**src/rtl/sl3p_pkg.sv**
```systemverilog
// sl3p_pkg: block header codes, control type codes, lane widths and the
// control-payload layout shared by the 2-lane framer and deframer.
package sl3p_pkg;

  // 2-bit sync header in bits [65:64] of every lane block
  localparam logic [1:0] HDR_DATA = 2'b01;
  localparam logic [1:0] HDR_CTRL = 2'b10;

  // Control block type codes (payload [63:56])
  localparam logic [7:0] CT_IDLE  = 8'h1E;
  localparam logic [7:0] CT_EOB   = 8'h87;
  localparam logic [7:0] CT_UCTRL = 8'h55;

  localparam int PAYLOAD_W = 64;
  localparam int BLOCK_W   = 66;
  localparam int UCTRL_W   = 48;
  localparam int KEEP_W    = 16;

  // Control payload: type, in-band flow control, type-specific field
  typedef struct packed {
    logic [7:0]         ctype;
    logic [7:0]         flow;
    logic [UCTRL_W-1:0] field;
  } ctrl_payload_t;

  // What the transmitter puts on the lanes in a given cycle
  typedef enum logic [1:0] {
    SLOT_IDLE,
    SLOT_EOB,
    SLOT_UCTRL,
    SLOT_DATA
  } tx_slot_t;

  // Build one complete control block for a single lane
  function automatic logic [BLOCK_W-1:0] ctrl_block(
    input logic [7:0]         ctype,
    input logic [7:0]         flow,
    input logic [UCTRL_W-1:0] field
  );
    ctrl_payload_t p;
    p.ctype = ctype;
    p.flow  = flow;
    p.field = field;
    return {HDR_CTRL, p};
  endfunction

  // True for the control types the receiver understands
  function automatic logic known_ctype(input logic [7:0] ctype);
    return (ctype == CT_IDLE) || (ctype == CT_EOB) || (ctype == CT_UCTRL);
  endfunction

endpackage

```
**src/rtl/sl3p_rx_deframer.sv**
```systemverilog
// sl3p_rx_deframer: parses aligned/deskewed 2-lane blocks back into a
// 128-bit stream. Each data beat is held one stage so the following block
// can decide whether it is the last beat of a burst (EOB) or not.
module sl3p_rx_deframer
  import sl3p_pkg::*;
(
  input  logic                     clk,
  input  logic                     sys_arst,
  input  logic [2*BLOCK_W-1:0]     lane_data,
  output logic [2*PAYLOAD_W-1:0]   rx_tdata,
  output logic [KEEP_W-1:0]        rx_tkeep,
  output logic                     rx_tvalid,
  output logic                     rx_tlast,
  output logic [7:0]               rx_flow_control,
  output logic [2*UCTRL_W-1:0]     rx_user_ctrl,
  output logic                     rx_user_ctrl_valid,
  output logic                     rx_hard_error
);

  logic [2*BLOCK_W-1:0]   lane_q;
  logic [1:0]             hdr0, hdr1;
  ctrl_payload_t          pay0, pay1;
  logic                   beat_err;
  logic                   is_data, is_ctrl, is_eob, is_uctrl;
  logic                   hold_vld;
  logic [2*PAYLOAD_W-1:0] hold_data;
  logic                   emit_vld, emit_last;
  logic [2*PAYLOAD_W-1:0] emit_data;
  logic [KEEP_W-1:0]      emit_keep;
  logic                   unused_lane1_flow;

  assign hdr0 = lane_q[BLOCK_W-1 -: 2];
  assign hdr1 = lane_q[2*BLOCK_W-1 -: 2];
  assign pay0 = lane_q[PAYLOAD_W-1:0];
  assign pay1 = lane_q[BLOCK_W+PAYLOAD_W-1:BLOCK_W];

  // Lane 1 flow is a copy of lane 0 and is deliberately not checked
  assign unused_lane1_flow = ^pay1.flow;

  // Input register; resets to IDLE so the parser starts quietly
  always_ff @(posedge clk or posedge sys_arst) begin
    if (sys_arst) begin
      lane_q <= {2{ctrl_block(CT_IDLE, 8'h00, {UCTRL_W{1'b0}})}};
    end else begin
      lane_q <= lane_data;
    end
  end

  // Classify the registered beat; any malformation marks the whole beat bad
  always_comb begin
    beat_err = 1'b0;
    if ((hdr0 != HDR_DATA && hdr0 != HDR_CTRL) || (hdr0 != hdr1)) begin
      beat_err = 1'b1;
    end else if (hdr0 == HDR_CTRL) begin
      if ((pay0.ctype != pay1.ctype) || !known_ctype(pay0.ctype)) begin
        beat_err = 1'b1;
      end
    end
    is_data  = !beat_err && (hdr0 == HDR_DATA);
    is_ctrl  = !beat_err && (hdr0 == HDR_CTRL);
    is_eob   = is_ctrl && (pay0.ctype == CT_EOB);
    is_uctrl = is_ctrl && (pay0.ctype == CT_UCTRL);
  end

  // Decide what leaves the hold stage: EOB closes the burst (or emits an
  // empty last beat), anything else releases the held beat as non-last
  always_comb begin
    emit_vld  = hold_vld;
    emit_last = 1'b0;
    emit_data = hold_data;
    emit_keep = {KEEP_W{1'b1}};
    if (is_eob) begin
      emit_vld  = 1'b1;
      emit_last = 1'b1;
      emit_keep = pay0.field[KEEP_W-1:0];
      emit_data = hold_vld ? hold_data : '0;
    end
  end

  // Hold stage, stream outputs and sideband updates
  always_ff @(posedge clk or posedge sys_arst) begin
    if (sys_arst) begin
      hold_vld           <= 1'b0;
      hold_data          <= '0;
      rx_tvalid          <= 1'b0;
      rx_tlast           <= 1'b0;
      rx_tdata           <= '0;
      rx_tkeep           <= '0;
      rx_flow_control    <= 8'h00;
      rx_user_ctrl       <= '0;
      rx_user_ctrl_valid <= 1'b0;
      rx_hard_error      <= 1'b0;
    end else begin
      rx_tvalid          <= emit_vld;
      rx_tlast           <= emit_vld & emit_last;
      rx_user_ctrl_valid <= is_uctrl;
      rx_hard_error      <= beat_err;
      if (emit_vld) begin
        rx_tdata <= emit_data;
        rx_tkeep <= emit_keep;
      end
      if (is_data) begin
        hold_vld  <= 1'b1;
        hold_data <= {pay1, pay0};
      end else begin
        hold_vld  <= 1'b0;
      end
      if (is_ctrl) begin
        rx_flow_control <= pay0.flow;
      end
      if (is_uctrl) begin
        rx_user_ctrl <= {pay1.field, pay0.field};
      end
    end
  end

endmodule

```
**src/rtl/sl3p_2ln_link.sv**
```systemverilog
// sl3p_2ln_link: two-lane link-layer framer/deframer. The TX framer turns a
// 128-bit stream plus flow-control and user-control words into 66-bit lane
// blocks; the RX side is sl3p_rx_deframer.
// Optional build macro SL3P_SLOOP_EN adds input 'sloop', which feeds the
// registered TX lanes into the RX parser instead of rx_lane_data.
module sl3p_2ln_link
  import sl3p_pkg::*;
#(
  parameter int LANES     = 2,   // fixed at 2
  parameter int FC_PERIOD = 64   // 2..255
) (
  input  logic                       clk,
  input  logic                       sys_arst,
`ifdef SL3P_SLOOP_EN
  input  logic                       sloop,
`endif
  input  logic [LANES*PAYLOAD_W-1:0] tx_tdata,
  input  logic [KEEP_W-1:0]          tx_tkeep,
  input  logic                       tx_tvalid,
  input  logic                       tx_tlast,
  output logic                       tx_tready,
  input  logic                       tx_halt,
  input  logic [7:0]                 tx_flow_control,
  input  logic [LANES*UCTRL_W-1:0]   tx_user_ctrl,
  input  logic                       tx_user_ctrl_req,
  output logic                       tx_user_ctrl_ack,
  output logic [LANES*BLOCK_W-1:0]   tx_lane_data,
  input  logic [LANES*BLOCK_W-1:0]   rx_lane_data,
  output logic [LANES*PAYLOAD_W-1:0] rx_tdata,
  output logic [KEEP_W-1:0]          rx_tkeep,
  output logic                       rx_tvalid,
  output logic                       rx_tlast,
  output logic [7:0]                 rx_flow_control,
  output logic [LANES*UCTRL_W-1:0]   rx_user_ctrl,
  output logic                       rx_user_ctrl_valid,
  output logic                       rx_hard_error
);

  // Down-counter of data slots left before a forced control slot
  localparam logic [7:0] FC_LOAD = 8'(FC_PERIOD - 1);

  logic                     eob_pend;
  logic [KEEP_W-1:0]        eob_keep;
  logic [7:0]               fc_cnt;
  logic                     fc_force;
  tx_slot_t                 slot;
  logic [LANES*BLOCK_W-1:0] lane_nxt;
  logic [LANES*BLOCK_W-1:0] tx_lane_q;
  logic [LANES*BLOCK_W-1:0] rx_src;

  assign fc_force  = (fc_cnt == 8'h00);
  assign tx_tready = ~eob_pend & ~tx_user_ctrl_req & ~tx_halt & ~fc_force;

  // Slot arbitration: pending EOB, then user control, then data, else IDLE
  always_comb begin
    slot = SLOT_IDLE;
    if (eob_pend) begin
      slot = SLOT_EOB;
    end else if (tx_user_ctrl_req) begin
      slot = SLOT_UCTRL;
    end else if (tx_tvalid && tx_tready) begin
      slot = SLOT_DATA;
    end
  end

  assign tx_user_ctrl_ack = (slot == SLOT_UCTRL);

  // Build both lane blocks for the chosen slot; lane 1 is the upper half
  always_comb begin
    lane_nxt = {2{ctrl_block(CT_IDLE, tx_flow_control, {UCTRL_W{1'b0}})}};
    case (slot)
      SLOT_EOB: begin
        lane_nxt = {ctrl_block(CT_EOB, tx_flow_control, {UCTRL_W{1'b0}}),
                    ctrl_block(CT_EOB, tx_flow_control,
                               {{(UCTRL_W-KEEP_W){1'b0}}, eob_keep})};
      end
      SLOT_UCTRL: begin
        lane_nxt = {ctrl_block(CT_UCTRL, tx_flow_control,
                               tx_user_ctrl[2*UCTRL_W-1:UCTRL_W]),
                    ctrl_block(CT_UCTRL, tx_flow_control,
                               tx_user_ctrl[UCTRL_W-1:0])};
      end
      SLOT_DATA: begin
        lane_nxt = {HDR_DATA, tx_tdata[2*PAYLOAD_W-1:PAYLOAD_W],
                    HDR_DATA, tx_tdata[PAYLOAD_W-1:0]};
      end
      default: begin
      end
    endcase
  end

  // TX state: output blocks, end-of-burst pending and forced-control counter
  always_ff @(posedge clk or posedge sys_arst) begin
    if (sys_arst) begin
      tx_lane_q <= {2{ctrl_block(CT_IDLE, 8'h00, {UCTRL_W{1'b0}})}};
      eob_pend  <= 1'b0;
      eob_keep  <= '0;
      fc_cnt    <= FC_LOAD;
    end else begin
      tx_lane_q <= lane_nxt;
      if (slot == SLOT_DATA) begin
        fc_cnt   <= fc_cnt - 8'h01;
        eob_pend <= tx_tlast;
        if (tx_tlast) begin
          eob_keep <= tx_tkeep;
        end
      end else begin
        // Every non-data slot is a control slot and restarts the run
        fc_cnt <= FC_LOAD;
        if (slot == SLOT_EOB) begin
          eob_pend <= 1'b0;
        end
      end
    end
  end

  assign tx_lane_data = tx_lane_q;

`ifdef SL3P_SLOOP_EN
  assign rx_src = sloop ? tx_lane_q : rx_lane_data;
`else
  assign rx_src = rx_lane_data;
`endif

  sl3p_rx_deframer u_rx (
    .clk                (clk),
    .sys_arst           (sys_arst),
    .lane_data          (rx_src),
    .rx_tdata           (rx_tdata),
    .rx_tkeep           (rx_tkeep),
    .rx_tvalid          (rx_tvalid),
    .rx_tlast           (rx_tlast),
    .rx_flow_control    (rx_flow_control),
    .rx_user_ctrl       (rx_user_ctrl),
    .rx_user_ctrl_valid (rx_user_ctrl_valid),
    .rx_hard_error      (rx_hard_error)
  );

endmodule

```
**config.mk**
```make
export PLATFORM = sky130hd
export DESIGN_NAME = sl3p_2ln_link
export DESIGN_NICKNAME = d
export VERILOG_FILES = /design/src/rtl/sl3p_pkg.sv /design/src/rtl/sl3p_rx_deframer.sv /design/src/rtl/sl3p_2ln_link.sv
export SDC_FILE = /design/constraint.sdc
export NUM_CORES = 1
export LEC_CHECK = 0
export BUFFER_PORTS_ARGS = -buffer_cell sky130_fd_sc_hd__buf_2
export CAP_MARGIN = 25
export CORE_AREA = 3 3 303 305
export DETAILED_ROUTE_END_ITERATION = 8
export DIE_AREA = 0 0 306 308
export GPL_TIMING_DRIVEN = 0
export PLACE_DENSITY = 0.47
export SYNTH_ARGS = -nofsm -noshare
export SYNTH_HDL_FRONTEND = slang
export SYNTH_SLANG_ARGS = --single-unit
```
**constraint.sdc**
```tcl
create_clock -name clk -period 19.8 [get_ports clk]
set_input_delay 0.99 -clock clk [delete_from_list [all_inputs] [get_ports clk]]
set_output_delay 0.99 -clock clk [all_outputs]
set_load 0.01 [all_outputs]
```
==> Word-level counts from Yosys, hierarchy flattened <==
Cells that the tools add are included.
{ "word_totals": {"reg_bits": 670, "in_bits": 386, "output_inout_bits": 386, "elab_cells": 67} }
{ "classes": {"addsub": 1, "n_eq_ne": 12, "mux": 16, "bitwise_logic": 8, "reduce_logical": 15} }
{ "op_table": {"columns": ["op", "n"], "rows": [
  ["case mux 132 bit (3 select lines)", 1],
  ["2-to-1 mux 128 bit", 2],
  ["2-to-1 mux 16 bit", 1],
  ["equality test 8 x 5 -> 1 bit, second input constant", 1],
  ["equality test 8 x 7 -> 1 bit, second input constant", 1],
  ["equality test 8 bit, second input constant", 1],
  ["logical NOT 8 bit", 1],
  ["2-to-1 mux 1 bit", 8],
  ["2-to-1 mux 8 bit", 1],
  ["inequality test 8 bit", 1],
  ["subtractor 8 x 1 -> 8 bit, second input constant", 1],
  ["equality test 2 bit, second input constant", 3],
  ["logical AND 1 bit", 6],
  ["2-to-1 mux 2 bit", 3],
  ["bitwise AND 1 bit", 4],
  ["equality test 2 x 1 -> 1 bit, second input constant", 2],
  ["logical OR 1 bit", 4],
  ["NOT 1 bit", 4],
  ["logical NOT 1 bit", 2],
  ["inequality test 2 x 1 -> 1 bit, second input constant", 1],
  ["inequality test 2 bit", 1],
  ["inequality test 2 bit, second input constant", 1],
  ["AND reduction 2 bit", 1],
  ["nonzero test 2 bit", 1]
]} }

==> Depth between registers and ports, before layout <==
Gate-level depths: netlist (run 1).
{ "logic_depth": {"depth_word": 13, "depth_mapped": 10, "mapped_depth_nobuf": 8} }

==> Hierarchy <==
From an unflattened synthesis (run 1), not the netlist that was laid out.
{ "unflattened": {"cells_unflattened": 1703, "area_unflattened_um2": 24259.5} }
{ "by_module_without_submodules": {"columns": ["mod", "n_inst", "cells_each", "area_per_inst_um2", "seq_area_each_um2"], "rows": [
  ["sl3p_rx_deframer", 1, 1292, 18425.2, 12849.8],
  ["sl3p_2ln_link", 1, 411, 5834.3, 3897.5]
]} }

==> Worst setup path after synthesis (run 1) <==
No wires, ideal clock.
{ "synth_path": {"path_kind": "input -> output", "from": "input port tx_user_ctrl_req", "to": "output port tx_user_ctrl_ack", "t_arrival_ps": 1725, "setup_slack_ps": 17085, "stages": 3, "path_buffers": 2, "path_cell_list": "nor2b_1 -> clkbuf_1 -> clkbuf_1"} }
{ "synth_via": {"elab_chain_cells": 9} }
{ "synth_lines": {"columns": ["item", "line_no", "text"], "rows": [
  ["from (decl)", "sl3p_2ln_link.sv:25", "input logic tx_user_ctrl_req,"],
  ["NOT 1 bit", "sl3p_2ln_link.sv:52", "assign tx_tready = ~eob_pend & ~tx_user_ctrl_req & ~tx_halt & ~fc_force;"],
  ["bitwise AND 1 bit (3 in series)", "sl3p_2ln_link.sv:52", null],
  ["logical AND 1 bit", "sl3p_2ln_link.sv:61", "end else if (tx_tvalid && tx_tready) begin"],
  ["2-to-1 mux 2 bit", "sl3p_2ln_link.sv:61", null],
  ["2-to-1 mux 2 bit (*)", "sl3p_2ln_link.sv:59", "end else if (tx_user_ctrl_req) begin"],
  ["2-to-1 mux 2 bit (*)", "sl3p_2ln_link.sv:57", "if (eob_pend) begin"],
  ["equality test 2 bit (*)", "sl3p_2ln_link.sv:66", "assign tx_user_ctrl_ack = (slot == SLOT_UCTRL);"],
  ["to (decl)", "sl3p_2ln_link.sv:26", "output logic tx_user_ctrl_ack,"]
]} }
Every way passes the cells marked *; elsewhere a longest branch is shown, timed or not.

==> Final worst setup path (run 1) <==
Same ends and word-level chain as after synthesis.

==> results of run 1 <==
-- flip-flops by register name (all words and copies together) (netlist names) --
signal and cells:
eob_keep 16, eob_pend 1, fc_cnt 8, tx_lane_data 130, u_rx.hold_data 128, u_rx.hold_vld 1
u_rx.lane_q 132, u_rx.rx_flow_control 8, u_rx.rx_hard_error 1, u_rx.rx_tdata 128, u_rx.rx_tkeep 16, u_rx.rx_tlast 1
u_rx.rx_tvalid 1, u_rx.rx_user_ctrl 96, u_rx.rx_user_ctrl_valid 1
-- synth_stat cells, drive strengths merged (3+ instances only) --
library cell	count	area share, %
a21o	4	0.13
a22o	80	3.0
ha	3	0.16
a222oi	16	0.68
nand4bb	3	0.14
buf	35	1.0
nor2	48	0.77
nand2b	3	0.080
nand2	313	5.0
dfrtp	643	68
inv	24	0.38
xnor2	4	0.15
dfstp	25	2.8
a21oi	18	0.40
nor3	4	0.13
and2	4	0.11
o21ai	128	2.7
xor2	12	0.45
clkbuf	69	1.1
mux2	246	12
-- per-layer routing --
metal  up-vias  track usage (%)
met2       654             33.8
li1       7570                -
met5         -                0
met3       226             7.67
met1      8697             19.2
met4        28             10.1
-- worst max-delay path by stage --
| stage | startpoint | end | slack (ps) |
|---|---|---|---|
| after floorplan | sys_arst | eob_keep[0]$_DFFE_PP0P_ | 130 |
| after global placement | sys_arst | u_rx.lane_q[30]$_DFF_PP0_ | -6920 |
| after detailed placement | tx_user_ctrl_req | tx_user_ctrl_ack | 16100 |
| after CTS | eob_pend$_DFFE_PP0P_ | tx_user_ctrl_ack | 16080 |
| after global routing | eob_pend$_DFFE_PP0P_ | tx_user_ctrl_ack | 16030 |
| final | tx_user_ctrl_req | tx_user_ctrl_ack | 16160 |
-- power by group through the flow --
stage               sequential, mW  combinational (mW)  clock [mW]
floorplan                     1.75               0.178           0
global placement              1.72               0.468           0
detailed placement            1.72               0.483           0
CTS                           1.70               0.484        1.57
global route                  1.72               0.523        1.63
finish                        1.70               0.472        1.53
-- placed cells by master, fill, tap and decap left out, drive strengths merged, types with 3 or more instances in the layout --
cell	count
o21ai	128
xnor2	4
nand4bb	3
a21oi	18
nand2b	3
clkbuf	182
diode	33
clkinv	19
dfrtp	643
and2	4
nor2	48
buf	814
clkinvlp	5
mux2	246
nand2	313
a22o	80
dfstp	25
inv	26
ha	3
nor3	4
xor2	12
bufinv	9
a222oi	16
a21o	4
-- through the flow --
| step | setup TNS (ps) | setup WS [ps] | hold slack (ps) |
|---|---|---|---|
| 5_1_grt | 0 | 16030 | 397 |
| 3_3_place_gp | -4370300 | -6920 | 436 |
| 4_1_cts | 0 | 16080 | 385 |
| 2_1_floorplan | 0 | 128 | 426 |
| 6_report | 0 | 16160 | 414 |
| 3_5_place_dp | 0 | 16100 | 441 |
-- logic make-up (layout without fill, tap and decap cells) --
logic type      after synthesis  in the layout  share of synthesized area (%)
compound gates              252            252                           7.11
xor+xnor                     16             16                          0.595
fa+ha+maj                     3              3                          0.159
buf+inv                     129           1055                           2.50
flops                       668            668                           71.2
mux                         246            246                           11.8
other cells                   0             33                              0
simple gates                388            388                           6.70
-- worst max-delay path: stages --
cell	delay (ps)
sky130_fd_sc_hd__buf_2	100
sky130_fd_sc_hd__nor2b_1	170
sky130_fd_sc_hd__clkbuf_1	570
sky130_fd_sc_hd__clkbuf_1	540
sky130_fd_sc_hd__buf_2	260
-- area by class of cell --
| type | instances | area, um2 | area share, % |
|---|---|---|---|
| sequential | 668 | 16700 | 52.5 |
| antenna | 33 | 82.6 | 0.259 |
| inverter | 25 | 101 | 0.318 |
| tap | 1176 | 1470 | 4.61 |
| clock buffer | 113 | 2300 | 7.20 |
| buffer | 104 | 495 | 1.55 |
| timing repair buffer | 779 | 4050 | 12.7 |
| clock inverter | 34 | 464 | 1.45 |
| multi-input combinational | 905 | 6200 | 19.4 |
==> tab_implementation.tex, run 1 <==
\begin{tabular}{lr}
\hline
Metric & Value \\
\hline
\multicolumn{2}{l}{\textbf{Routing}} \\
\quad M1 WL & about 31 mm \\
\quad Met2 wirelength from detailed routing & 47.4 mm \\
\quad Highest metal layer used by the detailed router & met5 \\
\quad Vias & $\sim$17k \\
\quad Number of detailed-routing iterations run before antenna repair & 5 \\
\quad Iteration-0 DRC count of the detailed router & 970 \\
\quad Post-route DRC & 0 \\
\quad Met3 routed WL & 7.96 mm \\
\quad Average wire per standard cell & between 20 and 25 um \\
\quad Final routed wirelength across all metal layers & 91.4 mm \\
\quad Detailed-route vias per instance & between 4 and 5 \\
\quad Number of nets still failing antenna checks after routing & 0 \\
\multicolumn{2}{l}{\textbf{Clocking}} \\
\quad Root buf cell & sky130\_fd\_sc\_hd\_\_clkbuf\_16 \\
\quad Setup Fix Bufs, Post-CTS & 0 \\
\quad Inserted Clock Buffers & 80 \\
\quad Maximum buffer depth of the clock tree & 3 \\
\quad Total number of clock tree sinks & 668 \\
\quad Clock tree from TritonCTS & yes \\
\quad Source-to-sink clock delay at the later pin of the worst-skew pair & $\sim$650 ps \\
\quad H-tree levels & 3 \\
\quad Clock slew at reported path FFs & 60 ps \\
\quad Number of buffers added to fix hold violations after cts & 0 \\
\quad Number of gates given a new drive strength after cts & 0 \\
\multicolumn{2}{l}{\textbf{STA}} \\
\quad Peak Freq & $\sim$270 MHz \\
\quad Number of slew-limit violations in the final report & 0 \\
\quad Final setup viols & 0 \\
\quad Clock tree skew after final layout & 22.9 ps \\
\quad Relative max-transition margin & between 30\% and 40\% \\
\quad Number of hold violations in the final report & 0 \\
\quad Share of the cycle needed by the critical path after routing & between 10\% and 20\% \\
\quad Minimum clock period after layout & 3640 ps \\
\quad RSZ-0062 raised after global routing & no \\
\quad Transition at the pin with the smallest max-transition slack & about 920 ps \\
\multicolumn{2}{l}{\textbf{Logic synthesis}} \\
\quad Mean post-synth cell area & between 10 and 15 um2 \\
\quad Instance count of the mapped netlist & 1,702 \\
\quad Share of flip-flops with an asynchronous set or reset after synthesis & 100\% \\
\quad Number of nets in the synthesized netlist & 2,091 \\
\quad Number of enable flip-flop cells after synthesis & 0 \\
\quad Total of flip-flops plus latches after synthesis & about 670 \\
\quad Primary flip-flop cell chosen by synthesis mapping & sky130\_fd\_sc\_hd\_\_dfrtp\_1 \\
\quad Distinct cells, synth & 40 \\
\quad Netlist area before placement & around 24,000 um2 \\
\quad Ys Warns & 0 \\
\quad Sequential-to-total area share from yosys stat & between 70\% and 80\% \\
\multicolumn{2}{l}{\textbf{Global routing}} \\
\quad Global-route total usage across every layer & 19.1\% \\
\quad Wire length of the first global-routing pass & between 100 and 150 mm \\
\quad GR Overflow Total & 0 \\
\quad Vias in the first global route & approximately 18k \\
\quad Pin count of the biggest net entering global routing & roughly 140 \\
\quad Initial antenna violation count & 73 \\
\multicolumn{2}{l}{\textbf{Flow run}} \\
\quad Max cap viols & 0 \\
\multicolumn{2}{l}{\textbf{Layout}} \\
\quad Layout cells sized above 1 & roughly two fifths \\
\quad Post-layout net count & 2,952 \\
\quad Final-layout fill cell count & $\sim$9k \\
\quad Summed area of non-filler cells in the final layout & 31,900 um2 \\
\quad Area Overhead vs Synth & 35.6\% \\
\quad Post-layout utilization of the core & a little over a third \\
\quad Post-layout instance count excluding filler cells & around 3.8k \\
\multicolumn{2}{l}{\textbf{Placement}} \\
\quad Detailed-placement wirelength estimate & 72.2 mm \\
\quad Post-placement cell count & 3,657 \\
\quad Number of port buffers & a little under 800 \\
\quad Post-place instance area & 29,100 um2 \\
\quad Gp weighted congestion & 0.980 \\
\multicolumn{2}{l}{\textbf{Critical path}} \\
\quad Biggest fanout along the worst timing path & 10 \\
\quad Worst endpoint required time & between 15,000 and 20,000 ps \\
\quad Category of the critical setup timing path & in -> out \\
\quad Worst R2R End & tx\_lane\_data[67]\$\_DFF\_PP0\_ \\
\quad Arrival time of the worst setup path & between 2000 and 3000 ps \\
\quad Setup slack of the worst register-to-register path & approximately 16,000 ps \\
\quad Reg2reg path depth & 9 \\
\quad Worst Setup Start Kind & input port \\
\quad Reg-to-Reg Start & fc\_cnt[0]\$\_DFF\_PP1\_ \\
\quad Capturing element type of the critical path & output pin \\
\multicolumn{2}{l}{\textbf{Die}} \\
\quad Initial core utilization & 26.3\% \\
\quad Y dimension of the die & $\sim$310 um \\
\quad Die Width & roughly 310 um \\
\quad I/O pin count & $\sim$770 \\
\quad Cell row count & 110 \\
\quad Core Region & roughly 90,000 um2 \\
\quad Area enclosed by the die boundary & 94,200 um2 \\
\multicolumn{2}{l}{\textbf{Run status}} \\
\quad Result of the run & finished, final reports clean \\
\multicolumn{2}{l}{\textbf{Power and ir drop}} \\
\quad Power per cell area & roughly 120 nW/um2 \\
\quad IR drop worst, VDD & around 0.057 mV \\
\quad Combinational share of power & 12.8\% \\
\quad Sw Share & around a quarter \\
\quad Final Power & roughly 3.7 mW \\
\quad P\_int & between 2 and 3 mW \\
\quad Net load switching power & 0.981 mW \\
\quad Leakage dissipation & between 15 and 20 nW \\
\quad Part of the total power dissipated in the clock network & around 41\% \\
\quad Fraction of power consumed by sequential logic & a little under half \\
\multicolumn{2}{l}{\textbf{Hold path}} \\
\quad Worst Hold Class & in -> async \\
\hline
\end{tabular}
Power figures use the tool's default switching activity.
==> run 2: changes to the inputs <==
==> constraint.sdc (replaced) <==
create_clock -name clk -period 3.1 [get_ports clk]
set_input_delay 0.155 -clock clk [delete_from_list [all_inputs] [get_ports clk]]
set_output_delay 0.155 -clock clk [all_outputs]
set_load 0.01 [all_outputs]
==> run 2 against run 1 <==
Via count increased by 9.1%. Largest power group unchanged. First-iteration DRC count up 3.0%. Clock-buffer cell count fell by 1. Routed wire length grew 3.4%. Critical endpoint is now u_rx.rx_tdata[39]$_DFFE_PP0P_. Global-route usage rose by 0.78 points. Combinational power grew to 7.4 times the previous value. Hold slack worse by 270 ps. Critical path depth grew 3. Sequential power grew to 6.4 times the previous value. Worst setup slack got worse by 16000 ps. Total power grew to 6.3 times the previous value.
==> tab_implementation.tex, run 2 (synthesized netlist as in run 1, its figures left out) <==
\begin{tabular}{lr}
\hline
Metric & Value \\
\hline
\multicolumn{2}{l}{\textbf{Run status}} \\
\quad Result of the run & finished, final reports clean \\
\multicolumn{2}{l}{\textbf{Global routing}} \\
\quad Global-route total usage across every layer & 19.9\% (+0.78 points) \\
\quad Pin count of the biggest net entering global routing & 45 (-67\%) \\
\quad Initial antenna violation count & 29 (-60\%) \\
\quad Wire length of the first global-routing pass & 138 mm (+5.8\%) \\
\quad Vias in the first global route & 20.8k (+13\%) \\
\quad GR Overflow Total & 0 (unchanged) \\
\multicolumn{2}{l}{\textbf{Power and ir drop}} \\
\quad IR drop worst, VDD & 0.408 mV (+620\%) \\
\quad Power per cell area & 655 nW/um2 (+470\%) \\
\quad Leakage dissipation & 18.0 nW (+9.9\%) \\
\multicolumn{2}{l}{\textbf{Die}} \\
\quad Core Region & 89,600 um2 (unchanged) \\
\quad Initial core utilization & 26.3\% (unchanged) \\
\quad Area enclosed by the die boundary & 94,200 um2 (unchanged) \\
\quad Y dimension of the die & 308 um (unchanged) \\
\quad I/O pin count & 772 (unchanged) \\
\quad Die Width & 306 um (unchanged) \\
\quad Cell row count & 110 (unchanged) \\
\multicolumn{2}{l}{\textbf{Critical path}} \\
\quad Cell type of the slowest stage on the worst timing path & sky130\_fd\_sc\_hd\_\_dfstp\_2 \\
\quad Category of the critical setup timing path & reg -> reg \\
\quad Combined buffer and inverter count along the critical path & 3 (-1) \\
\quad Most frequent cell on the critical path & sky130\_fd\_sc\_hd\_\_clkbuf\_1 \\
\quad Arrival time of the worst setup path & 3360 ps (+710 ps) \\
\quad Largest delay share family, worst path & buffers and inverters \\
\quad Biggest fanout along the worst timing path & 10 (unchanged) \\
\quad Capturing element type of the critical path & register \\
\quad Worst endpoint required time & 3570 ps (-15,240 ps) \\
\quad Setup slack of the worst register-to-register path & 210 ps (-16,240 ps) \\
\quad Worst Setup Start Kind & register \\
\quad Critical Path, Cell by Cell & ha\_1, nor4b\_1, nand4\_1, buf\_8, clkbuf\_1, clkbuf\_1, nand2\_1, o21ai\_0 \\
\quad Worst path max stage delay & 550 ps (-20 ps) \\
\multicolumn{2}{l}{\textbf{Hold path}} \\
\quad Worst Hold Class & in -> reg \\
\multicolumn{2}{l}{\textbf{Routing}} \\
\quad Post-route DRC & 0 (unchanged) \\
\quad Detailed-route vias per instance & 4.44 (-0.90\%) \\
\quad Average wire per standard cell & 22.4 um (-6.1\%) \\
\quad Iteration-0 DRC count of the detailed router & 999 (+3.0\%) \\
\quad Final routed wirelength across all metal layers & 94.5 mm (+3.4\%) \\
\quad Vias & 18.7k (+9.1\%) \\
\quad Number of nets still failing antenna checks after routing & 0 (unchanged) \\
\quad Number of detailed-routing iterations run before antenna repair & 8 (+3) \\
\multicolumn{2}{l}{\textbf{Layout}} \\
\quad Max reg flops & 132 (unchanged) \\
\quad Layout cells sized above 1 & 35.5\% (-4.8 points) \\
\quad Summed area of non-filler cells in the final layout & 35,700 um2 (+12\%) \\
\quad Area Overhead vs Synth & 51.9\% \\
\quad Most used cells in the layout excluding fill and tap cells & 783 x sky130\_fd\_sc\_hd\_\_buf\_2, 643 x sky130\_fd\_sc\_hd\_\_dfrtp\_1, 384 x sky130\_fd\_sc\_hd\_\_dlygate4sd3\_1, 313 x sky130\_fd\_sc\_hd\_\_nand2\_1, 159 x sky130\_fd\_sc\_hd\_\_mux2\_1 \\
\quad Commonest non-fill, non-tap cell in the layout & sky130\_fd\_sc\_hd\_\_buf\_2 \\
\quad Post-layout net count & 3,349 (+13\%) \\
\quad Post-layout utilization of the core & 39.9\% (+4.3 points) \\
\quad Final-layout fill cell count & 8,594 (-4.5\%) \\
\quad Register with the highest flop count & u\_rx.lane\_q \\
\multicolumn{2}{l}{\textbf{STA}} \\
\quad Number of hold violations in the final report & 0 (unchanged) \\
\quad Number of slew-limit violations in the final report & 0 (unchanged) \\
\quad Relative max-transition margin & 39.9\% (+1.5 points) \\
\quad Clock tree skew after final layout & 36.0 ps (+13.1 ps) \\
\quad Final setup viols & 0 (unchanged) \\
\quad RSZ-0062 raised after global routing & no \\
\quad Peak Freq & 346 MHz \\
\quad Share of the cycle needed by the critical path after routing & 93.3\% \\
\quad Transition at the pin with the smallest max-transition slack & 901 ps (-19.4 ps) \\
\quad Minimum clock period after layout & just under 3000 ps \\
\multicolumn{2}{l}{\textbf{Clocking}} \\
\quad H-tree levels & 3 (unchanged) \\
\quad Source-to-sink clock delay at the later pin of the worst-skew pair & 650 ps (about the same) \\
\quad Total number of clock tree sinks & 668 (unchanged) \\
\quad Inserted Clock Buffers & 77 (-3.8\%) \\
\quad Maximum buffer depth of the clock tree & 3 (unchanged) \\
\quad Root buf cell & sky130\_fd\_sc\_hd\_\_clkbuf\_16 \\
\quad Clock slew at reported path FFs & 60 ps (about the same) \\
\quad Clock tree from TritonCTS & yes \\
\multicolumn{2}{l}{\textbf{Flow run}} \\
\quad Max cap viols & 0 (unchanged) \\
\multicolumn{2}{l}{\textbf{Placement}} \\
\quad Post-place instance area & 29,300 um2 (+0.64\%) \\
\quad Detailed-placement wirelength estimate & 73.0 mm (+1.2\%) \\
\quad Number of port buffers & 771 (unchanged) \\
\quad Gp weighted congestion & 0.989 (+0.95\%) \\
\hline
\end{tabular}
run 2: report_power, final:
group / leakage, nW / internal, mW / switching (mW)
clock network: 1.25 / 5.37 / 3.73
logic: 8.28 / 1.63 / 1.86
registers: 8.44 / 10.1 / 0.738
total: 18.0 / 17.1 / 6.32
run 2: through the flow:
step	setup WS, ps	hold slack [ps]	instances	TNS, ps	power [mW]
2_1_floorplan	-6170	159	1702	-4056400	12.3
3_3_place_gp	-9870	263	3649	-6487670	14.0
3_5_place_dp	-351	262	3669	-41390	14.1
4_1_cts	39.9	86.6	4198	0	23.8
5_1_grt	9.30	112	4217	0	24.6
6_report	209	143	4224	0	23.4
run 2: final cells by class:
class	instances	area (um2)	share of cell area, %
Buffer	104	498	1.39
Clock inverter	29	269	0.753
Multi-Input combinational cell	905	6210	17.4
Sequential cell	668	16700	46.9
Timing Repair Buffer	1179	8120	22.7
Inverter	25	97.6	0.273
Antenna cell	26	65.1	0.182
Clock buffer	112	2270	6.36
Tap cell	1176	1470	4.12
run 2: timing repair:
| action | in CTS | in global routing |
|---|---|---|
| setup endpoints to repair | 253 | 19 |
| resized for setup | 2 | 1 |
| buffers inserted | 4 | 0 |
| pin swaps | 2 | 0 |
| hold buffers | 384 | 0 |
| hold endpoints to repair | 303 | 0 |
run 2: per-layer routing:
metal / vias up / part of all wire [%] / GRT usage [%]
li1: 8341 / - / -
met1: 9368 / 35 / 20.4
met2: 773 / 50 / 34.9
met3: 255 / 8.1 / 7.14
met4: 0 / 6.6 / 11.8
met5: - / 0 / 0
run 2: tightest hold or removal path: stages:
cell,delay [ps]
sky130_fd_sc_hd__buf_2,70
sky130_fd_sc_hd__and2_1,100
sky130_fd_sc_hd__buf_2,230
sky130_fd_sc_hd__mux2_2,190
run 2: path summary, 6_finish.rpt:
| path | startpoint | end | cells past startpoint |
|---|---|---|---|
| max in group asynchronous | sys_arst | u_rx.lane_q[131]$_DFF_PP1_ | 8 |
| max | u_rx.lane_q[65]$_DFF_PP1_ | u_rx.rx_tdata[39]$_DFFE_PP0P_ | 8 |
| min reg2reg | fc_cnt[0]$_DFF_PP1_ | fc_cnt[0]$_DFF_PP1_ | 1 |
| min in group asynchronous | sys_arst | eob_keep[5]$_DFFE_PP0P_ | 3 |
| max reg2reg | u_rx.lane_q[65]$_DFF_PP1_ | u_rx.rx_tdata[39]$_DFFE_PP0P_ | 8 |
| min | tx_tlast | eob_keep[12]$_DFFE_PP0P_ | 4 |
==> run 3: changes to the inputs <==
--- a/config.mk
+++ b/config.mk
@@ -11,6 +11,7 @@
 export DETAILED_ROUTE_END_ITERATION = 8
 export DIE_AREA = 0 0 306 308
 export GPL_TIMING_DRIVEN = 0
+export MAX_ROUTING_LAYER = met4
 export PLACE_DENSITY = 0.47
 export SYNTH_ARGS = -nofsm -noshare
 export SYNTH_HDL_FRONTEND = slang
==> run 3 against run 2 <==
Hold slack worse by 3.7 ps. Global-route usage is 0.66 points higher. Clock-buffer cell count is 6 higher. Critical path type unchanged. Register-to-register slack hardly changed. Routed wire length is 0.49% higher. Critical path depth is 1 higher. Largest cell class unchanged. Worst setup slack better by 0.59 ps. Combinational power hardly changed. Sequential cell count stayed put. Critical endpoint is now tx_lane_data[59]$_DFF_PP1_. Die area stayed put. Sequential share of layout area is 0.069 points lower. Highest routed layer unchanged.
==> tab_implementation.tex, run 3 (synthesized netlist as in run 1, its figures left out) <==
\begin{tabular}{lr}
\hline
Metric & Value \\
\hline
\multicolumn{2}{l}{\textbf{STA}} \\
\quad Final setup viols & 0 (unchanged) \\
\quad Number of slew-limit violations in the final report & 0 (unchanged) \\
\quad Relative max-transition margin & 42.5\% (+2.5 points) \\
\quad Minimum clock period after layout & 2890 ps (-0.585 ps) \\
\quad Clock tree skew after final layout & 30.8 ps (-5.19 ps) \\
\quad Peak Freq & 346 MHz (about the same) \\
\quad RSZ-0062 raised after global routing & no \\
\quad Minimum setup slack in the final design & 209 ps (+0.585 ps) \\
\quad Transition at the pin with the smallest max-transition slack & 863 ps (-38.0 ps) \\
\quad Number of hold violations in the final report & 0 (unchanged) \\
\quad Share of the cycle needed by the critical path after routing & 93.2\% (about the same) \\
\multicolumn{2}{l}{\textbf{Power and ir drop}} \\
\quad IR drop worst, VDD & 0.343 mV (-16\%) \\
\quad Power per cell area & 656 nW/um2 (about the same) \\
\quad Final Power & 23.5 mW (+0.24\%) \\
\quad Leakage dissipation & 18.0 nW (+0.12\%) \\
\multicolumn{2}{l}{\textbf{Die}} \\
\quad Initial core utilization & 26.3\% (unchanged) \\
\quad Cell row count & 110 (unchanged) \\
\quad Area enclosed by the die boundary & 94,200 um2 (unchanged) \\
\quad Y dimension of the die & 308 um (unchanged) \\
\quad Core Region & 89,600 um2 (unchanged) \\
\quad Die Width & 306 um (unchanged) \\
\quad I/O pin count & 772 (unchanged) \\
\multicolumn{2}{l}{\textbf{Routing}} \\
\quad Iteration-0 DRC count of the detailed router & 1,042 (+4.3\%) \\
\quad Final routed wirelength across all metal layers & 95.0 mm (+0.49\%) \\
\quad Number of nets still failing antenna checks after routing & 0 (unchanged) \\
\quad Post-route DRC & 0 (unchanged) \\
\quad Met2 wirelength from detailed routing & 47.6 mm (+0.65\%) \\
\quad M1 WL & 33.4 mm (+0.15\%) \\
\quad Vias & 18.7k (-0.32\%) \\
\quad Average wire per standard cell & 22.5 um (+0.32\%) \\
\quad Highest metal layer used by the detailed router & met4 \\
\quad Detailed-route vias per instance & 4.41 (-0.49\%) \\
\quad Number of detailed-routing iterations run before antenna repair & 7 (-1) \\
\quad Met3 routed WL & 7.60 mm (-0.64\%) \\
\multicolumn{2}{l}{\textbf{Clocking}} \\
\quad Total number of clock tree sinks & 668 (unchanged) \\
\quad Inserted Clock Buffers & 79 (+2.6\%) \\
\quad Clock tree from TritonCTS & yes \\
\quad Clock slew at reported path FFs & 60 ps (about the same) \\
\quad H-tree levels & 3 (unchanged) \\
\quad Root buf cell & sky130\_fd\_sc\_hd\_\_clkbuf\_16 \\
\quad Maximum buffer depth of the clock tree & 3 (unchanged) \\
\quad Source-to-sink clock delay at the later pin of the worst-skew pair & 640 ps (about the same) \\
\multicolumn{2}{l}{\textbf{Layout}} \\
\quad Layout cells sized above 1 & 35.5\% (about the same) \\
\quad Area occupied by registers & 16,700 um2 (unchanged) \\
\quad Area Overhead vs Synth & 52.1\% \\
\quad Post-layout net count & 3,352 (+0.090\%) \\
\quad Post-layout utilization of the core & 40.0\% (+0.059 points) \\
\quad Multi-input combinational cell area & 6210 um2 (unchanged) \\
\quad Most used cells in the layout excluding fill and tap cells & 784 x sky130\_fd\_sc\_hd\_\_buf\_2, 643 x sky130\_fd\_sc\_hd\_\_dfrtp\_1, 384 x sky130\_fd\_sc\_hd\_\_dlygate4sd3\_1, 313 x sky130\_fd\_sc\_hd\_\_nand2\_1, 159 x sky130\_fd\_sc\_hd\_\_mux2\_1 \\
\quad Register with the highest flop count & u\_rx.lane\_q \\
\quad Final-layout fill cell count & 8,643 (+0.57\%) \\
\quad Commonest non-fill, non-tap cell in the layout & sky130\_fd\_sc\_hd\_\_buf\_2 \\
\quad Max reg flops & 132 (unchanged) \\
\multicolumn{2}{l}{\textbf{Run status}} \\
\quad Result of the run & finished, final reports clean \\
\multicolumn{2}{l}{\textbf{Placement}} \\
\quad Number of port buffers & 771 (unchanged) \\
\quad Dpl ws & -292 ps (+59.6 ps) \\
\quad Detailed-placement wirelength estimate & 73.4 mm (+0.53\%) \\
\quad Gp weighted congestion & 0.985 (-0.36\%) \\
\multicolumn{2}{l}{\textbf{Critical path}} \\
\quad Worst endpoint required time & 3660 ps (+90 ps) \\
\quad Category of the critical setup timing path & reg -> reg \\
\quad Biggest fanout along the worst timing path & 8 (-2) \\
\quad Capturing element type of the critical path & register \\
\quad Arrival time of the worst setup path & 3450 ps (+90 ps) \\
\quad Worst Setup Start Kind & register \\
\multicolumn{2}{l}{\textbf{Hold path}} \\
\quad Worst Hold Class & in -> reg \\
\multicolumn{2}{l}{\textbf{Flow run}} \\
\quad Max cap viols & 0 (unchanged) \\
\multicolumn{2}{l}{\textbf{Global routing}} \\
\quad Wire length of the first global-routing pass & 137 mm (-0.25\%) \\
\quad Initial antenna violation count & 37 (+28\%) \\
\quad Global-route total usage across every layer & 20.5\% (+0.66 points) \\
\quad GR Overflow Total & 0 (unchanged) \\
\quad Vias in the first global route & 20.5k (-1.3\%) \\
\quad Pin count of the biggest net entering global routing & 46 (+2.2\%) \\
\hline
\end{tabular}
==> run 3: path summary, 6_finish.rpt <==
path                                       startpoint                                 to  slack (ps)  depth (start not counted)
hold / removal                               tx_tlast           eob_keep[13]$_DFFE_PP0P_         140                          4
hold reg to reg            u_rx.lane_q[116]$_DFF_PP0_    u_rx.hold_data[114]$_DFFE_PP0P_         460                          1
min in group asynchronous                    sys_arst         tx_lane_data[54]$_DFF_PP0_         190                          3
max in group asynchronous                    sys_arst  u_rx.rx_user_ctrl[24]$_DFFE_PP0P_         730                         10
setup / recovery                  fc_cnt[0]$_DFF_PP1_         tx_lane_data[59]$_DFF_PP1_         210                          9
setup reg to reg                  fc_cnt[0]$_DFF_PP1_         tx_lane_data[59]$_DFF_PP1_         210                          9
==> run 3: cell type report <==
cell class	count	share of cell area, %
flip-flops and latches	668	46.8
repair buffers	1180	22.7
multi-input cells	905	17.3
clock buffers	118	6.53
well taps	1176	4.11
plain buffers	104	1.39
clock inverters	23	0.608
inverters	25	0.283
diodes	32	0.224
==> run 3: report_power, final <==
group          leakage, nW  switching [mW]  internal (mW)
logic                 8.29            1.88           1.63
clock network         1.26            3.69           5.45
registers             8.44           0.724           10.1
==> run 3: what timing repair did <==
action	in CTS	in global routing
pin swaps	2	0
endpoints found under the hold margin	308	0
gates resized for setup	2	4
setup endpoints to repair	253	21
hold buffers	384	0
buffers inserted	4	0
cloned	0	0
==> run 3: stage by stage <==
step                      cells  setup TNS [ps]  cell area, um2  hold WS (ps)
after floorplan            1702        -4056400           23500           159
after global placement     3649        -6462090           28900           263
after detailed placement   3670          -26170           29300           262
after CTS                  4199               0           35700          81.7
after global routing       4228               0           35800           115
final                      4231               0           35800           139
==> run 3: metal layers <==
metal / global-route usage [%] / vias up
met4: 12.2 / 0
met2: 34.7 / 742
met3: 7.05 / 243
met1: 20.6 / 9349
li1: - / 8343
met5: - / -
==> run 3: critical path, cell delays in order (launching register included) <==
cell	delay, ps
sky130_fd_sc_hd__dfstp_2	540
sky130_fd_sc_hd__inv_1	40
sky130_fd_sc_hd__ha_1	220
sky130_fd_sc_hd__nor3b_2	200
sky130_fd_sc_hd__a311oi_2	300
sky130_fd_sc_hd__and3b_1	210
sky130_fd_sc_hd__clkbuf_1	260
sky130_fd_sc_hd__clkinvlp_4	280
sky130_fd_sc_hd__o21a_1	220
sky130_fd_sc_hd__dlygate4sd3_1	550
